--- src/rtl/nn_pkg.sv ---
// Shared definitions for the nn feature buffers and pooling sequencer:
// layer codes, data width, sequencer states and per-layer pooled geometry.
package nn_pkg;

    localparam int DATSIZE = 22;
    localparam int CNTW    = 6;

    localparam logic [3:0] LAYER_POOL1 = 4'b0011;
    localparam logic [3:0] LAYER_POOL2 = 4'b0101;
    localparam logic [3:0] LAYER_POOL3 = 4'b0111;

    typedef enum logic [2:0] {
        IDLE,
        RD_UP,
        RD_DN,
        EMIT,
        HOLD,
        DONE
    } pool_state_e;

    // Last valid index of each pooled dimension (size minus one).
    typedef struct packed {
        logic [CNTW-1:0] y_last;
        logic [CNTW-1:0] x_last;
        logic [CNTW-1:0] c_last;
    } pool_geom_t;

    function automatic logic layer_is_pool(input logic [3:0] code);
        return (code == LAYER_POOL1) || (code == LAYER_POOL2) || (code == LAYER_POOL3);
    endfunction

    function automatic pool_geom_t pool_geom(input logic [3:0] code);
        pool_geom_t g;
        g = '0;
        case (code)
            LAYER_POOL1: begin
                g.y_last = 6'd15;
                g.x_last = 6'd15;
                g.c_last = 6'd15;
            end
            LAYER_POOL2: begin
                g.y_last = 6'd7;
                g.x_last = 6'd7;
                g.c_last = 6'd31;
            end
            LAYER_POOL3: begin
                g.y_last = 6'd3;
                g.x_last = 6'd3;
                g.c_last = 6'd63;
            end
            default: g = '0;
        endcase
        return g;
    endfunction

endpackage

--- src/rtl/pool_seq_max4.sv ---
// Two-stage signed max over a 2x2 window: the up-row pair max is held
// after the up read, and the final max is registered after the down read.
module pool_seq_max4
    import nn_pkg::*;
(
    input  logic                      clk,
    input  logic                      rst,
    input  logic                      up_vld,
    input  logic                      dn_vld,
    input  logic [2*DATSIZE-1:0]      rd_data,
    output logic signed [DATSIZE-1:0] max_out
);

    logic signed [DATSIZE-1:0] lo_val;
    logic signed [DATSIZE-1:0] hi_val;
    logic signed [DATSIZE-1:0] pair_max;
    logic signed [DATSIZE-1:0] pair_q;
    logic signed [DATSIZE-1:0] pair_d;
    logic signed [DATSIZE-1:0] res_q;
    logic signed [DATSIZE-1:0] res_d;

    // Max of the two columns currently on the read bus.
    always_comb begin
        lo_val   = $signed(rd_data[DATSIZE-1:0]);
        hi_val   = $signed(rd_data[2*DATSIZE-1:DATSIZE]);
        pair_max = (hi_val > lo_val) ? hi_val : lo_val;
    end

    // Capture the up pair, then fold the down pair into the held result.
    always_comb begin
        pair_d = pair_q;
        res_d  = res_q;
        if (up_vld) begin
            pair_d = pair_max;
        end
        if (dn_vld) begin
            res_d = (pair_max > pair_q) ? pair_max : pair_q;
        end
    end

    // Stage registers.
    always_ff @(posedge clk) begin
        if (rst) begin
            pair_q <= '0;
            res_q  <= '0;
        end else begin
            pair_q <= pair_d;
            res_q  <= res_d;
        end
    end

    assign max_out = res_q;

endmodule

--- src/rtl/pool_seq.sv ---
// 2x2 max-pooling sequencer: walks the pooled output volume (c, y, x),
// issues up/down row reads, and writes results (POOL1/POOL2) or streams
// them through a valid/ready handshake (POOL3).
module pool_seq
    import nn_pkg::*;
(
    input  logic                      clk,
    input  logic                      rst,
    input  logic                      start,
    input  logic [3:0]                layer,
    output logic                      rd_en,
    output logic [5:0]                rd_y,
    output logic [5:0]                rd_x,
    output logic [5:0]                rd_c,
    output logic                      rd_updown,
    input  logic [2*DATSIZE-1:0]      rd_data,
    output logic                      wr_en,
    output logic [4:0]                wr_y,
    output logic [4:0]                wr_x,
    output logic [4:0]                wr_c,
    output logic signed [DATSIZE-1:0] wr_data,
    output logic                      out_valid,
    input  logic                      out_ready,
    output logic signed [DATSIZE-1:0] out_data,
    output logic                      busy,
    output logic                      done
);

    pool_state_e state_q;
    pool_state_e state_d;

    logic [3:0]      layer_q;
    logic [3:0]      layer_d;
    logic [CNTW-1:0] y_q;
    logic [CNTW-1:0] y_d;
    logic [CNTW-1:0] x_q;
    logic [CNTW-1:0] x_d;
    logic [CNTW-1:0] c_q;
    logic [CNTW-1:0] c_d;
    logic            last_q;
    logic            last_d;
    logic            done_q;
    logic            done_d;

    logic            up_vld_q;
    logic            up_vld_d;
    logic            dn_vld_q;
    logic            dn_vld_d;
    logic [4:0]      pa_y_q;
    logic [4:0]      pa_y_d;
    logic [4:0]      pa_x_q;
    logic [4:0]      pa_x_d;
    logic [4:0]      pa_c_q;
    logic [4:0]      pa_c_d;
    logic            wr_en_q;
    logic            wr_en_d;
    logic [4:0]      wr_y_q;
    logic [4:0]      wr_y_d;
    logic [4:0]      wr_x_q;
    logic [4:0]      wr_x_d;
    logic [4:0]      wr_c_q;
    logic [4:0]      wr_c_d;

    pool_geom_t                geom;
    logic                      is_pool3;
    logic                      at_last;
    logic                      reading;
    logic signed [DATSIZE-1:0] max_res;

    assign geom     = pool_geom(layer_q);
    assign is_pool3 = (layer_q == LAYER_POOL3);
    assign at_last  = (x_q == geom.x_last) && (y_q == geom.y_last) && (c_q == geom.c_last);
    assign reading  = (state_q == RD_UP) || (state_q == RD_DN);

    pool_seq_max4 u_max4 (
        .clk     (clk),
        .rst     (rst),
        .up_vld  (up_vld_q),
        .dn_vld  (dn_vld_q),
        .rd_data (rd_data),
        .max_out (max_res)
    );

    // Sequencer: read pairs back to back for POOL1/POOL2, one window at a
    // time with a handshake hold for POOL3, then a single done pulse.
    always_comb begin
        state_d = state_q;
        layer_d = layer_q;
        y_d     = y_q;
        x_d     = x_q;
        c_d     = c_q;
        last_d  = last_q;
        done_d  = 1'b0;
        pa_y_d  = pa_y_q;
        pa_x_d  = pa_x_q;
        pa_c_d  = pa_c_q;
        case (state_q)
            IDLE: begin
                if (start) begin
                    if (layer_is_pool(layer)) begin
                        state_d = RD_UP;
                        layer_d = layer;
                        y_d     = '0;
                        x_d     = '0;
                        c_d     = '0;
                        last_d  = 1'b0;
                    end else begin
                        done_d = 1'b1;
                    end
                end
            end
            RD_UP: begin
                state_d = RD_DN;
            end
            RD_DN: begin
                pa_y_d = y_q[4:0];
                pa_x_d = x_q[4:0];
                pa_c_d = c_q[4:0];
                last_d = at_last;
                if (x_q == geom.x_last) begin
                    x_d = '0;
                    if (y_q == geom.y_last) begin
                        y_d = '0;
                        c_d = (c_q == geom.c_last) ? '0 : c_q + 6'd1;
                    end else begin
                        y_d = y_q + 6'd1;
                    end
                end else begin
                    x_d = x_q + 6'd1;
                end
                state_d = (at_last || is_pool3) ? EMIT : RD_UP;
            end
            EMIT: begin
                state_d = is_pool3 ? HOLD : DONE;
            end
            HOLD: begin
                if (out_ready) begin
                    if (last_q) begin
                        state_d = IDLE;
                        done_d  = 1'b1;
                    end else begin
                        state_d = RD_UP;
                    end
                end
            end
            DONE: begin
                state_d = IDLE;
                done_d  = 1'b1;
            end
            default: begin
                state_d = IDLE;
            end
        endcase
    end

    // Data-return pipeline: flag which row arrives next cycle and turn a
    // completed down read into a write two cycles after it was issued.
    always_comb begin
        up_vld_d = (state_q == RD_UP);
        dn_vld_d = (state_q == RD_DN);
        wr_en_d  = dn_vld_q && !is_pool3;
        wr_y_d   = wr_en_d ? pa_y_q : 5'd0;
        wr_x_d   = wr_en_d ? pa_x_q : 5'd0;
        wr_c_d   = wr_en_d ? pa_c_q : 5'd0;
    end

    // State, counters and pipeline registers.
    always_ff @(posedge clk) begin
        if (rst) begin
            state_q  <= IDLE;
            layer_q  <= '0;
            y_q      <= '0;
            x_q      <= '0;
            c_q      <= '0;
            last_q   <= 1'b0;
            done_q   <= 1'b0;
            up_vld_q <= 1'b0;
            dn_vld_q <= 1'b0;
            pa_y_q   <= '0;
            pa_x_q   <= '0;
            pa_c_q   <= '0;
            wr_en_q  <= 1'b0;
            wr_y_q   <= '0;
            wr_x_q   <= '0;
            wr_c_q   <= '0;
        end else begin
            state_q  <= state_d;
            layer_q  <= layer_d;
            y_q      <= y_d;
            x_q      <= x_d;
            c_q      <= c_d;
            last_q   <= last_d;
            done_q   <= done_d;
            up_vld_q <= up_vld_d;
            dn_vld_q <= dn_vld_d;
            pa_y_q   <= pa_y_d;
            pa_x_q   <= pa_x_d;
            pa_c_q   <= pa_c_d;
            wr_en_q  <= wr_en_d;
            wr_y_q   <= wr_y_d;
            wr_x_q   <= wr_x_d;
            wr_c_q   <= wr_c_d;
        end
    end

    assign rd_en     = reading;
    assign rd_updown = (state_q == RD_DN);
    assign rd_y      = reading ? y_q : 6'd0;
    assign rd_x      = reading ? x_q : 6'd0;
    assign rd_c      = reading ? c_q : 6'd0;
    assign wr_en     = wr_en_q;
    assign wr_y      = wr_y_q;
    assign wr_x      = wr_x_q;
    assign wr_c      = wr_c_q;
    assign wr_data   = wr_en_q ? max_res : '0;
    assign out_valid = (state_q == HOLD);
    assign out_data  = (state_q == HOLD) ? max_res : '0;
    assign busy      = (state_q != IDLE);
    assign done      = done_q;

endmodule
--- config.mk ---
export PLATFORM = sky130hd
export DESIGN_NAME = pool_seq
export DESIGN_NICKNAME = d
export VERILOG_FILES = /design/src/rtl/nn_pkg.sv /design/src/rtl/pool_seq_max4.sv /design/src/rtl/pool_seq.sv
export SDC_FILE = /design/constraint.sdc
export NUM_CORES = 1
export LEC_CHECK = 0
export BUFFER_PORTS_ARGS = -buffer_cell sky130_fd_sc_hd__buf_4
export CELL_PAD_IN_SITES_DETAIL_PLACEMENT = 2
export CELL_PAD_IN_SITES_GLOBAL_PLACEMENT = 2
export CORE_ASPECT_RATIO = 0.5
export CORE_MARGIN = 10
export CORE_UTILIZATION = 35
export DETAILED_ROUTE_END_ITERATION = 10
export PLACE_DENSITY_LB_ADDON = 0.1
export RECOVER_POWER = 100
export SKIP_LAST_GASP = 1
export SLEW_MARGIN = 20
export SYNTH_ARGS = -nofsm -noshare
export SYNTH_HDL_FRONTEND = slang
export SYNTH_HIERARCHICAL = 1
export SYNTH_SLANG_ARGS = --single-unit
--- constraint.sdc ---
create_clock -name clk -period 16.3 [get_ports clk]
set_input_delay 4.89 -clock clk [delete_from_list [all_inputs] [get_ports clk]]
set_output_delay 4.89 -clock clk [all_outputs]
set_load 0.01 [all_outputs]
==> reports/results.tsv <==
metric	value	unit
drt-pass1-iter-count	4	
htree_levels	3	
post-place-ws	5930	ps
drc_errors	0	
setup_violations	0	
post_cts_buffers	0	
synth_fa_ha_area_share	9.21	%
synth_area	6380	um2
synth_seq_cells	104	
post_drt_wl_per_cell	20.4	um
fmax	85.4	MHz
final_layout_size_suffix_gt1_share	16.4	%
grt_pass1_wl	35.9	mm
cts_made_buffers	9	
cts_tree	done	
period_minus_slack	11710	ps
vias_per_cell	5.36	
power.total	754	uW
outcome	finished, violations left	
worstSetupEndpointType	flop	
violations	max-capacitance violations, max-slew violations	
ys_top_cells_by_area	dfxtp_1 (33%), ha_1 (9.2%), and2_1 (5.5%), inv_1 (4.4%), a211oi_2 (3.9%)	
area_delta_synth_final	18.1	%
ant_nets	0	
coreArea	17600	um2
power_density	100	nW/um2
vdd_drop_max	0.0499	mV
crit_fanout	22	
hp-class	flop to flop	
gp_congestion	0.811	
wl	22.3	mm
placed_area	7500	um2
grt_max_degree	84	
synth_top_family_by_area	simple AND/OR/NAND/NOR gates	
place_hpwl	16.7	mm
clk_pin_slew	70	ps
ios	135	
slew_violations	93	
clk_latency	350	ps
grtUsageTotal	18.0	%
clk_path_buf_depth	2	
synth_cell_types	63	
layout.nets	952	
p_leak	0.00308	uW
met3RoutedLength	679	um
yosys_most_used_dff	dfxtp_1	
root_buffer	clkbuf_16	
die-area	24400	um2
clock_sinks	104	
antenna_found_initial	0	
hold_viol_final	0	
synthXorXnorAreaFrac	1.10	%
fin_hold_ws	457	ps
rsz0062_at_grt	false	
yosysTopAreaCell	dfxtp_1	
syn_area_per_cell	8.52	um2
synth_edf_count	0	
dieHeight	115	um
port_buffers	134	
wl_met1	10.4	mm
grt_overflow_total	0	
yosysSeqAreaShare	32.6	%
critical_path_arrival	11760	ps
maxSlewHeadroom	-144	%
synth_cells	749	
tightest_slew	3650	ps
drv_cap	2	
vias	5859	
finalClockSkew	17.1	ps
synthSimpleGateAreaFrac	26.2	%
start_kind	input pin	
finalWorstSetupSlack	4590	ps
final_area	7540	um2
wl_met2	11.2	mm
drt_iter0_markers	266	
top_layer_used	met4	
ctsResizeCount	0	
fin_crit_sh	71.8	%
path_class	input pin to flop	
async_flop_share	0	%
synthMuxAreaShare	5.29	%
synth_fp_nets	848	
initial_utilization	36.2	%
critical_path_required	16350	ps
fin_setup_tns	0	ps
cts_hold_buf	0	
die_w	211	um
synth_compound_area_share	17.5	%
synth_top_area_share	32.6	%
grt_pass1_vias	6331	
ys_warn_count	6	
rows	34	
## registers in the layout, summed over array words and instances, names as in the netlist, 6 cells and up
| name | count |
|---|---|
| u_max4/max_out | 22 |
| u_max4/pair_q | 22 |
| c_q | 6 |
| x_q | 6 |
| y_q | 6 |
## logic make-up (layout without fill, tap and decap cells)
kind of cell | count (synthesis) | after routing
muxes | 27 | 27
and+or+nand+nor | 294 | 294
buffers and inverters | 124 | 233
adders and majority gates | 47 | 47
xor gates and xnor gates | 8 | 8
DFF | 104 | 104
AOI/OAI and AO/OA | 145 | 145
other | 0 | 1
## per-stage QoR
| step | utilization, % | instances |
|---|---|---|
| after floorplan | - | 749 |
| after global placement | 42.6 | 1075 |
| after detailed placement | 42.6 | 1075 |
| after CTS | 44.2 | 1091 |
| after global routing | 42.8 | 1092 |
| final | 42.8 | 1093 |
## Yosys cell counts, drive strengths merged, types with 4 or more instances
| master | instances |
|---|---|
| a21boi | 4 |
| nand3 | 12 |
| or3 | 5 |
| nand4 | 14 |
| a211o | 5 |
| buf | 10 |
| xor2 | 6 |
| and2 | 56 |
| o21ai | 14 |
| ha | 47 |
| inv | 75 |
| nand2 | 51 |
| clkbuf | 38 |
| a21oi | 47 |
| and3 | 25 |
| o221ai | 22 |
| a211oi | 24 |
| dfxtp | 104 |
| nor2 | 48 |
| nand4b | 25 |
| nor4 | 4 |
| a31oi | 5 |
| mux2i | 27 |
| nor3 | 15 |
| nand2b | 25 |
## cells in the final DEF, fill, tap and decap left out, drive strengths merged, types with 27 or more instances in the layout
cell type / instances
a21oi: 47
and2: 56
buf: 91
clkbuf: 59
dfxtp: 104
ha: 47
inv: 80
mux2i: 27
nand2: 51
nor2: 48
## area by class of cell
cell class	instances	area (um2)
Sequential cell	104	2080
Clock buffer	9	225
Multi-Input combinational cell	521	3710
Timing Repair Buffer	141	871
Fill cell	2031	10100
Inverter	76	285
Tap cell	234	293
Clock inverter	7	66.3
Antenna cell	1	2.50
## critical path: stages
cell	delay (ps)
clkbuf_1	110
inv_1	50
ha_1	320
a21oi_1	170
o21bai_1	90
a2111oi_0	560
a31oi_1	160
o21ai_0	1290
clkbuf_1	970
mux2i_1	650
inv_1	120
ha_1	350
nand2_1	60
o21ai_0	170
a21oi_1	60
o311ai_0	390
mux2i_1	300
or3b_1	810
o221ai_1	210
## path summary, 6_finish.rpt
path / startpoint / endpoint / slack, ps / depth (start not counted)
worst max-delay path: rd_data[17] / u_max4/max_out[5] / 4590 / 19
worst min register to register: pa_c_q[2] / pa_c_q[2] / 460 / 2
worst max register to register: state_q[2] / pa_c_q[0] / 12230 / 7
worst min-delay path: pa_c_q[2] / pa_c_q[2] / 460 / 2
## metal layers
layer  global-route usage, %  vias up
li1                        -     2838
met1                    23.0     2944
met5                       0        -
met4                    2.21        0
met3                    3.48       10
met2                    32.0       67
## power breakdown
part | switching, uW | internal [uW] | leakage [uW] | total, uW
Clock | 111 | 108 | 0.000145 | 220
Combinational | 150 | 83.4 | 0.00209 | 234
Sequential | 27.8 | 273 | 0.000841 | 301
Power figures use the tool's default switching activity.
